===== config.mk =====
export PLATFORM = sky130hd
export DESIGN_NAME = dsp_sop_lane_scheduler
export DESIGN_NICKNAME = d
export VERILOG_FILES = /design/src/rtl/dsp_sop_lane_scheduler.sv
export SDC_FILE = /design/constraint.sdc
export NUM_CORES = 1
export LEC_CHECK = 0
export ABC_CLOCK_PERIOD_IN_PS = 2600
export CORE_AREA = 2 2 324 326
export CTS_BUF_LIST = sky130_fd_sc_hd__clkbuf_2 sky130_fd_sc_hd__clkbuf_4 sky130_fd_sc_hd__clkbuf_8
export CTS_CLUSTER_SIZE = 16
export DETAILED_ROUTE_END_ITERATION = 7
export DIE_AREA = 0 0 326 328
export DONT_BUFFER_PORTS = 1
export GPL_TIMING_DRIVEN = 0
export PLACE_DENSITY = 0.3
export SYNTH_ARGS = -nofsm -noshare
export SYNTH_HDL_FRONTEND = slang
export SYNTH_SLANG_ARGS = --single-unit

===== constraint.sdc =====
create_clock -name clk -period 2.6 [get_ports clk]
set_input_delay 0.26 -clock clk [delete_from_list [all_inputs] [get_ports clk]]
set_output_delay 0.26 -clock clk [all_outputs]
set_load 0.02 [all_outputs]

===== src/rtl/dsp_sop_lane_scheduler.sv =====
// Round-robin scheduler that shares one SOP lane between NREQ requesters and routes
// results back by tag, with a per-requester cap on in-flight issues.
module dsp_sop_lane_scheduler #(
    parameter int unsigned NREQ   = 4,
    parameter int unsigned IDW    = $clog2(NREQ),
    parameter int unsigned DP_LAT = 2,
    parameter int unsigned MAXOUT = 2
) (
    input  logic                  clk,
    input  logic                  reset,
    input  logic                  hold,
    input  logic [NREQ-1:0]       req_valid,
    output logic [NREQ-1:0]       req_ready,
    input  logic [NREQ*148-1:0]   req_data,
    output logic [147:0]          dp_inp,
    input  logic [36:0]           dp_outp,
    output logic                  rsp_valid,
    output logic [IDW-1:0]        rsp_id,
    output logic [36:0]           rsp_data,
    output logic                  busy
);

    localparam int unsigned CW = $clog2(MAXOUT + 1);

    logic [CW-1:0]   cnt_q [NREQ];
    logic [CW-1:0]   cnt_d [NREQ];
    logic [IDW-1:0]  ptr_q, ptr_d;
    logic [DP_LAT:0] tag_vld_q, tag_vld_d;
    logic [IDW-1:0]  tag_id_q [DP_LAT+1];
    logic [IDW-1:0]  tag_id_d [DP_LAT+1];
    logic [147:0]    dp_inp_q, dp_inp_d;
    logic            rsp_valid_q, rsp_valid_d;
    logic [IDW-1:0]  rsp_id_q, rsp_id_d;
    logic [36:0]     rsp_data_q, rsp_data_d;

    logic [NREQ-1:0] eligible;
    logic [NREQ-1:0] inc_vec, dec_vec;
    logic            gnt_vld;
    logic [IDW-1:0]  gnt_id;
    logic [IDW:0]    scan_idx;
    logic            retire;
    logic [IDW-1:0]  retire_id;
    logic            any_cnt;

    // Eligibility looks only at the registered count; a same-cycle retire does not help.
    always_comb begin
        eligible = '0;
        for (int unsigned i = 0; i < NREQ; i++) begin
            eligible[i] = req_valid[i] && (cnt_q[i] < CW'(MAXOUT));
        end
    end

    always_comb begin
        gnt_vld  = 1'b0;
        gnt_id   = '0;
        scan_idx = '0;
        for (int unsigned k = 0; k < NREQ; k++) begin
            scan_idx = {1'b0, ptr_q} + (IDW+1)'(k);
            if (scan_idx >= (IDW+1)'(NREQ)) begin
                scan_idx = scan_idx - (IDW+1)'(NREQ);
            end
            if (!gnt_vld && eligible[scan_idx[IDW-1:0]]) begin
                gnt_vld = 1'b1;
                gnt_id  = scan_idx[IDW-1:0];
            end
        end
        if (hold) begin
            gnt_vld = 1'b0;
        end
    end

    always_comb begin
        req_ready = '0;
        for (int unsigned i = 0; i < NREQ; i++) begin
            req_ready[i] = gnt_vld && (gnt_id == IDW'(i));
        end
    end

    assign retire    = tag_vld_q[DP_LAT];
    assign retire_id = tag_id_q[DP_LAT];

    always_comb begin
        ptr_d = ptr_q;
        if (gnt_vld) begin
            ptr_d = (gnt_id == IDW'(NREQ - 1)) ? '0 : gnt_id + IDW'(1);
        end

        dp_inp_d = dp_inp_q;
        if (gnt_vld) begin
            dp_inp_d = req_data[32'(gnt_id) * 148 +: 148];
        end

        tag_vld_d   = {tag_vld_q[DP_LAT-1:0], gnt_vld};
        tag_id_d[0] = gnt_id;
        for (int unsigned k = 1; k <= DP_LAT; k++) begin
            tag_id_d[k] = tag_id_q[k-1];
        end

        rsp_valid_d = retire;
        rsp_id_d    = retire ? retire_id : rsp_id_q;
        rsp_data_d  = retire ? dp_outp : rsp_data_q;
    end

    always_comb begin
        inc_vec = '0;
        dec_vec = '0;
        for (int unsigned i = 0; i < NREQ; i++) begin
            inc_vec[i] = gnt_vld && (gnt_id == IDW'(i));
            dec_vec[i] = retire && (retire_id == IDW'(i));
            cnt_d[i]   = cnt_q[i];
            if (inc_vec[i] && !dec_vec[i]) begin
                cnt_d[i] = cnt_q[i] + CW'(1);
            end else if (dec_vec[i] && !inc_vec[i]) begin
                cnt_d[i] = cnt_q[i] - CW'(1);
            end
        end
    end

    // The response register counts as busy so busy drops only after the last rsp_valid.
    always_comb begin
        any_cnt = 1'b0;
        for (int unsigned i = 0; i < NREQ; i++) begin
            if (cnt_q[i] != '0) begin
                any_cnt = 1'b1;
            end
        end
    end

    assign busy = (|tag_vld_q) || any_cnt || rsp_valid_q;

    always_ff @(posedge clk) begin
        if (!reset) begin
            ptr_q       <= '0;
            tag_vld_q   <= '0;
            dp_inp_q    <= '0;
            rsp_valid_q <= 1'b0;
            rsp_id_q    <= '0;
            rsp_data_q  <= '0;
            for (int unsigned i = 0; i < NREQ; i++) begin
                cnt_q[i] <= '0;
            end
            for (int unsigned k = 0; k <= DP_LAT; k++) begin
                tag_id_q[k] <= '0;
            end
        end else begin
            ptr_q       <= ptr_d;
            tag_vld_q   <= tag_vld_d;
            dp_inp_q    <= dp_inp_d;
            rsp_valid_q <= rsp_valid_d;
            rsp_id_q    <= rsp_id_d;
            rsp_data_q  <= rsp_data_d;
            for (int unsigned i = 0; i < NREQ; i++) begin
                cnt_q[i] <= cnt_d[i];
            end
            for (int unsigned k = 0; k <= DP_LAT; k++) begin
                tag_id_q[k] <= tag_id_d[k];
            end
        end
    end

    assign dp_inp    = dp_inp_q;
    assign rsp_valid = rsp_valid_q;
    assign rsp_id    = rsp_id_q;
    assign rsp_data  = rsp_data_q;

endmodule


### After elaboration in Yosys (flattened, before gate mapping)

Memories as Yosys holds them, arrays and structs flattened.
Index checks and enable logic that the tools add are counted.

* $add $sub $neg: 16
* multipliers: 1
* magnitude comparators: 12
* equality and inequality tests: 6
* shift operators: 1
* mux-type cells: 43
* bitwise gates (word level): 7
* reductions and logical operators: 43

Operators with widths (count)
* 592-bit by 11-bit variable part select with 148-bit output: 1
* 2-bit 2-to-1 mux: 24
* 1-bit logical AND: 23
* 2-bit by 1-bit subtractor with 2-bit output (second input constant): 8
* 1-bit 2-to-1 mux: 15
* 2-bit by 3-bit less-than comparator with 1-bit output (second input constant): 4
* 1-bit zero test: 11
* 2-bit by 1-bit adder with 2-bit output (second input constant): 5
* 3-bit greater-or-equal comparator (second input constant): 3
* 1-bit binary-select mux with 2-bit select: 4
* 2-bit equality test (second input constant): 4
* 2-bit less-than comparator (second input constant): 4
* 2-bit by 6-bit multiplier with 8-bit output (second input constant): 1
* 2-bit nonzero test: 4
* 1-bit bitwise OR: 7
* 2-bit by 2-bit adder with 3-bit output (second input constant): 2
* 2-bit by 1-bit equality test with 1-bit output (second input constant): 2
* 2-bit zero test: 2
* 2-bit by 1-bit adder with 3-bit output (second input constant): 1
* 2-bit by 3-bit greater-or-equal comparator with 1-bit output (second input constant): 1
* 3-bit OR reduction: 1
* 1-bit logical OR: 2

* register bits: 193
* memory bits (writable): 14
* word-level logic and storage cells: 137
* memories kept: 2

Memory list
* cnt_q: depth 4, bits a word 2, read ports 4, clocked after memory_dff 0, write ports 4, RTL line 25 `logic [CW-1:0] cnt_q [NREQ];`
* tag_id_q: depth 3, bits a word 2, read ports 3, clocked after memory_dff 0, write ports 3, RTL line 29 `logic [IDW-1:0] tag_id_q [DP_LAT+1];`

### Longest topological paths before layout

Gate-level depths: netlist of run 1.
An unclocked memory read counts as a cell.

* depth in word-level cells: 22
* gate-level depth with buffers: 9
* gate-level depth less buffers: 9

### Least setup slack after synthesis of run 1

OpenSTA, ideal clock, no wires.

* path kind: reg2reg
* start point: memory cnt_q[2][1] (netlist bit)
* end point: memory cnt_q[3][1] (netlist bit)
* setup time: 71 ps
* arrival: 2360 ps
* required time: 2529 ps
* path slack: 170 ps
* stages on the path, launching flop included: 9
* path buffers: 0
* clock period less this slack: 2430 ps
* path through: dfxtp_1 -> nand2b_1 -> o311a_1 -> nor2_1 -> inv_1 -> nor2_1 -> ha_1 -> or3_1 -> a21oi_1

RTL lines (RTL line)
* start: declaration: 25

==> reports/metrics.yaml, run 1 <==
cells_and_area:
  final_cell_mix: "566 x dlygate4sd3_1, 298 x inv_1, 204 x dfxtp_1"
  fill_cells: 11419
  layout_commonest_cell: "dlygate4sd3_1"
  syn_to_final_growth_pct: 66.8
  layout-drive-gt1-share_pct: 10.9
  final_nets: 3003
  fin_area_mm2: 0.0225
place:
  place_area_mm2: 0.0153
  hpwlAfterDp_um: 66400
  gp_congestion: 0.918
  io_buffers: 0
timing:
  setup_ws_ps: -39.6
  min_period_ps: 2640
  fin_crit_sh_pct: 102
  tightest_slew_ps: 742
  setup_viol: 1
  fmax_mhz: 379
  hold_violations: 0
  finalMaxSlewViolations: 0
  max_slew_margin_pct: 50.5
  fin_skew_ps: 26.3
  rsz0062_at_grt: "yes"
  hold_slack_ps: 72.2
grt:
  first_global_vias: 17012
  antenna_found_initial: 14
  grt_first_pass_wirelength_um: 122000
  grt_start_max_net_pins: 14
  grt_usage_pct: 15.7
  overflow: 0
routing:
  wl_per_cell_um: 23.5
  wl_um: 89000
  route.detailed.drc: 0
  ant_nets: 0
  firstDrtPassIters: 5
  drt_iter0_drc: 1102
  vias_per_cell: 4.37
  vias: 16547
synthesis:
  ys_seq_area_share_pct: 30.7
  synth_warnings: 0
  syn_inst: 1740
  synth-seq-cells: 207
  ys_types: 38
  yosys_most_used_dff: "dfxtp_1"
  synth_nets: 2380
  synth_area_mm2: 0.0135
  synth-edff-count: 0
  async_flop_share_pct: 0
  synth.avg_cell_area_um2: 7.77
floorplanning:
  pin_count: 829
  coreArea_mm2: 0.103
  die_w_um: 326
  die_h_um: 328
  initial_core_util_pct: 13.1
  rows: 118
  die-area_mm2: 0.107
worst_setup_path:
  cpPeakStageDelay_ps: 550
  slowest_stage: "o21ai_2"
  r2r_start: "cnt_q[2][1]"
  r2r_slack_ps: -40
  critPathKind: "flop to flop"
  critical_path_required_ps: 3100
  critPathCapture: "dp_inp[42]"
  ff2ff_path_depth: 7
  critical_path_arrival_ps: 3140
  endpoint_kind: "flop"
  crit_fanout: 11
  reg2reg_to: "dp_inp[42]"
  cp_cell_sequence: "or3b_4 -> o211ai_4 -> buf_6 -> clkbuf_2 -> a211oi_1 -> o21ai_2 -> o211ai_1"
  worst_setup_path_start_kind: "flop"
  crit_start: "cnt_q[2][1]"
hold_path:
  hold_path.class: "input port to flop"
cts:
  clk_pin_slew_ps: 70
  clockBufferDepth: 3
  clock_latency_ps: 670
  h-tree-depth: 2
  root_buffer: "clkbuf_8"
  cts_buffers: 46
  cts_tree: "done"
  cts_sinks: 207
run_status:
  status: "complete, but fails checks"
  violations: "setup timing"
power_and_ir_drop:
  power_mw: 14.2
  p_leak_nw: 9.20
  power_density_mw_per_mm2: 632
  ir_worst_vdd_uv: 322
run:
  cap_violations: 0
## critical path: cells and delay by family, from the launching register on
| family | cells | cell delay [ps] |
|---|---|---|
| compound gates | 4 | 1010 |
| buf+inv | 2 | 650 |
| simple gates | 1 | 430 |
| flops | 1 | 340 |
## registers in the layout, indices dropped and copies added (netlist names)
register and flops:
tag_id_q 6, cnt_q 8, tag_vld_q 3, rsp_id 2, dp_inp 148, rsp_data 37, rsp_valid 1, ptr_q 2
## through the flow
stage	TNS, ps	util [%]	worst slack [ps]	cells
floorplan	0	-	170	1740
global placement	-93890	14.8	-1510	3120
detailed placement	-96410	14.8	-1590	3120
CTS	-140	21.7	-57.7	3776
global route	-90.7	21.8	-24.6	3778
finish	-39.6	21.8	-39.6	3785
## worst min-delay path by stage
stage / startpoint / endpoint / slack [ps] / depth (start not counted)
floorplan: dp_outp[25] / rsp_data[25] / 410 / 2
global placement: dp_outp[10] / rsp_data[10] / 410 / 2
detailed placement: dp_outp[14] / rsp_data[14] / 420 / 2
CTS: req_data[487] / dp_inp[43] / 0.2 / 4
global route: req_data[345] / dp_inp[49] / 20 / 4
finish: req_data[479] / dp_inp[35] / 70 / 4
## repair_timing
item / 4_1_cts / 5_1_grt
hold buffers: 566 / 0
cloned: 1 / 0
pin swaps: 4 / 4
gates resized for setup: 134 / 72
setup buffers: 7 / 2
setup endpoints to repair: 141 / 144
hold endpoints to repair: 188 / 0
## Yosys cell counts, types with 10 or more instances
master      n  area, µm²
inv_1     298       1120
dfxtp_1   207       4140
mux2i_1   187       1870
a211oi_1  148       1110
a221oi_1  148       1300
nand2_1   148        556
o211ai_1  148       1110
clkbuf_1  132        495
o21ai_1    93        465
o21ai_0    61        305
nor2_1     50        188
buf_2      30        150
buf_6      13        146
buf_1      10       37.5
## report_power, final
part / internal [mW] / total (mW) / leakage, nW / switching, mW
Clock: 2.24 / 4.09 / 0.529 / 1.85
Sequential: 3.65 / 4.65 / 1.70 / 1.00
Combinational: 2.25 / 5.50 / 6.97 / 3.25
Total: 8.15 / 14.2 / 9.20 / 6.10
## cells by family (layout without fill, tap and decap cells)
group	count (synthesis)	count (layout)	share of synthesized area, %
AOI/OAI and AO/OA	615	615	32.7
xor gates and xnor gates	9	9	0.583
adders and majority gates	4	4	0.370
buffers and inverters	487	1144	14.6
DFF	207	207	30.7
muxes	187	187	13.8
other	0	8	0
and+or+nand+nor	231	231	7.23
## final cells by class
type                            count  area, µm²  area share, %
Timing Repair Buffer              576       5770           25.6
Sequential cell                   207       4150           18.4
Multi-Input combinational cell   1046       7710           34.2
Buffer                            187       1070           4.75
Clock buffer                       61        808           3.58
Antenna cell                        8       20.0         0.0888
Clock inverter                     21        174          0.771
Tap cell                         1380       1730           7.66
Inverter                          299       1120           4.98
## per-layer routing
layer / global-route usage, % / vias up / wire length (µm)
met5: 0 / - / 64
met3: 4.28 / 180 / 6580
met1: 19.5 / 7991 / 37200
met2: 25.6 / 860 / 41800
li1: - / 7504 / -
met4: 6.10 / 12 / 3370
No activity file was read; power rests on OpenSTA's default activity.
==> inputs of run 2 (changes only) <==
--- a/config.mk
+++ b/config.mk
@@ -6,14 +6,15 @@
 export NUM_CORES = 1
 export LEC_CHECK = 0
 export ABC_CLOCK_PERIOD_IN_PS = 2600
-export CORE_AREA = 2 2 324 326
+export CORE_AREA = 2 2 319 321
 export CTS_BUF_LIST = sky130_fd_sc_hd__clkbuf_2 sky130_fd_sc_hd__clkbuf_4 sky130_fd_sc_hd__clkbuf_8
 export CTS_CLUSTER_SIZE = 16
 export DETAILED_ROUTE_END_ITERATION = 7
-export DIE_AREA = 0 0 326 328
+export DIE_AREA = 0 0 321 323
 export DONT_BUFFER_PORTS = 1
 export GPL_TIMING_DRIVEN = 0
 export PLACE_DENSITY = 0.3
+export SKIP_CTS_REPAIR_TIMING = 1
 export SYNTH_ARGS = -nofsm -noshare
 export SYNTH_HDL_FRONTEND = slang
 export SYNTH_SLANG_ARGS = --single-unit
==> run 2 against run 1 <==
The run ends with hold timing left. Global-route usage fell by 0.81 points. Worst setup slack improved by 90 ps. Critical endpoint is now req_ready[1]. Non-clock buffer count fell by 72. Flip-flop and latch count did not move. Maximum frequency rose by 3.5%. Die area fell by 3.0%. Final cell count fell by 3.9%. Sequential share of layout area rose by 0.79 points.
==> reports/metrics.yaml, run 2 (synthesis gave the netlist of run 1 again) <==
worst_setup_path:
  slowest_stage: "dfxtp_1"
  critPathKind: "flop to output pin"
  crit_family: "simple AND/OR/NAND/NOR gates"
  cpPeakStageDelay_ps: 350  # -200 ps
  cp.buffers_inverters: 0  # -2
  critical_path_arrival_ps: 2290  # -850 ps
  cp_cell_sequence: "nor2b_2 -> o211ai_4 -> a22o_4 -> nand2b_2 -> nor2_4"
  critical_path_required_ps: 2340  # -760 ps
  worst_setup_path_start_kind: "flop"
  endpoint_kind: "output pin"
  crit_fanout: 6  # -5
floorplanning:
  initial_core_util_pct: 13.4  # +0.32 points
  pin_count: 829  # unchanged
  rows: 117  # -0.85%
  die_h_um: 323  # -1.5%
  die-area_mm2: 0.104  # -3.0%
  coreArea_mm2: 0.101  # -2.4%
  die_w_um: 321  # -1.5%
place:
  io_buffers: 0  # unchanged
  place_area_mm2: 0.0152  # -0.57%
  gp_congestion: 0.853  # -7.1%
  hpwlAfterDp_um: 66100  # -0.42%
cells_and_area:
  final_nets: 2931  # -2.4%
  layout_commonest_cell: "dlygate4sd3_1"
  layout-drive-gt1-share_pct: 10.2  # -0.77 points
  final_cell_mix: "501 x dlygate4sd3_1, 298 x inv_1, 204 x dfxtp_1"
  fin_area_mm2: 0.0216  # -4.1%
  syn_to_final_growth_pct: 59.9
  final_util_pct: 21.5  # -0.38 points
  largest_reg_flops: 148  # unchanged
timing:
  hold_violations: 2  # +2
  rsz0062_at_grt: "yes"
  fin_crit_sh_pct: 98.1  # -3.5 points
  fmax_mhz: 392  # +3.5%
  tightest_slew_ps: 779  # +37.4 ps
  hold_slack_ps: -18.3  # -90.5 ps
  setup_viol: 0  # -1
  max_slew_margin_pct: 48.1  # -2.5 points
  fin_skew_ps: 38.7  # +12.4 ps
  min_period_ps: 2550  # -89.8 ps
  finalMaxSlewViolations: 0  # unchanged
power_and_ir_drop:
  ir_worst_vdd_uv: 325  # +1.1%
  power_density_mw_per_mm2: 649  # +2.7%
  power_mw: 14.0  # -1.5%
  p_leak_nw: 8.84  # -3.9%
routing:
  firstDrtPassIters: 6  # +1
  wl_per_cell_um: 24.0  # +1.8%
  vias_per_cell: 4.47  # +2.2%
  ant_nets: 0  # unchanged
  route.detailed.drc: 0  # unchanged
  wl_um: 87100  # -2.1%
  vias: 16244  # -1.8%
  drt_iter0_drc: 1001  # -9.2%
cts:
  cts_sinks: 207  # unchanged
  cts_buffers: 46  # unchanged
  h-tree-depth: 2  # unchanged
  cts_tree: "done"
  clockBufferDepth: 3  # unchanged
  root_buffer: "clkbuf_8"
  clock_latency_ps: 680  # about the same
  clk_pin_slew_ps: 60  # about the same
grt:
  antenna_found_initial: 17  # +3
  first_global_vias: 13634  # -20%
  overflow: 0  # unchanged
  grt_first_pass_wirelength_um: 108000  # -11%
  grt_start_max_net_pins: 15  # +1
  grt_usage_pct: 14.9  # -0.81 points
run_status:
  status: "complete, but fails checks"
  violations: "hold timing"
hold_path:
  hold_path.class: "input port to flop"
run:
  cap_violations: 0  # unchanged
## run 2: cell count changes in the layout (fill, tap and decap cells not counted), sizes merged, moves of 3 or more
cell	delta
clkinv	-7
diode	-3
buf	-4
dlygate4sd3	-65
clkbuf	+3
## run 2: worst paths after layout
kind,startpoint,endpoint,slack [ps],cells after the start
min reg2reg,tag_id_q[0][2],tag_id_q[0][4],430,1
max reg2reg,cnt_q[2][1],dp_inp[139],80,7
max,cnt_q[3][1],req_ready[1],50,5
min,req_data[539],dp_inp[95],-20,4
## run 2: tightest hold or removal path: cells and delay by family
kind / cells / cell delay [ps]
buf+inv: 1 / 50
compound gates: 3 / 270
## run 2: final cells by class
| cell class | count | area (µm²) |
|---|---|---|
| clock buffers | 66 | 833 |
| repair buffers | 504 | 5040 |
| flip-flops and latches | 207 | 4150 |
| inverters | 299 | 1120 |
| clock inverters | 14 | 154 |
| well taps | 1309 | 1640 |
| diodes | 5 | 12.5 |
| multi-input cells | 1046 | 7660 |
| fillers | 11212 | 79100 |
| plain buffers | 187 | 1020 |
## run 2: through the flow
stage                     setup WS (ps)  setup TNS, ps  cells
after floorplan                     170              0   1740
after global placement            -1560         -95620   3049
after detailed placement           -990         -38960   3049
after CTS                         -1010         -43510   3129
after global routing              -89.9           -439   3635
final                              50.3              0   3637
## run 2: power breakdown
part / switching [mW] / leakage [nW] / internal, mW
sequential: 1.00 / 1.70 / 3.65
combinational: 3.17 / 6.62 / 2.09
clock: 1.83 / 0.520 / 2.28
total: 6.01 / 8.84 / 8.02
## run 2: routing by layer
| layer | share of wire (%) | vias up | global-route usage, % | wire length, µm |
|---|---|---|---|---|
| li1 | - | 7369 | - | - |
| met1 | 41 | 7799 | 19.0 | 35700 |
| met2 | 48 | 868 | 24.2 | 41500 |
| met3 | 8.0 | 194 | 3.88 | 6980 |
| met4 | 3.4 | 14 | 4.76 | 2920 |
| met5 | 0.095 | - | 0 | 83 |
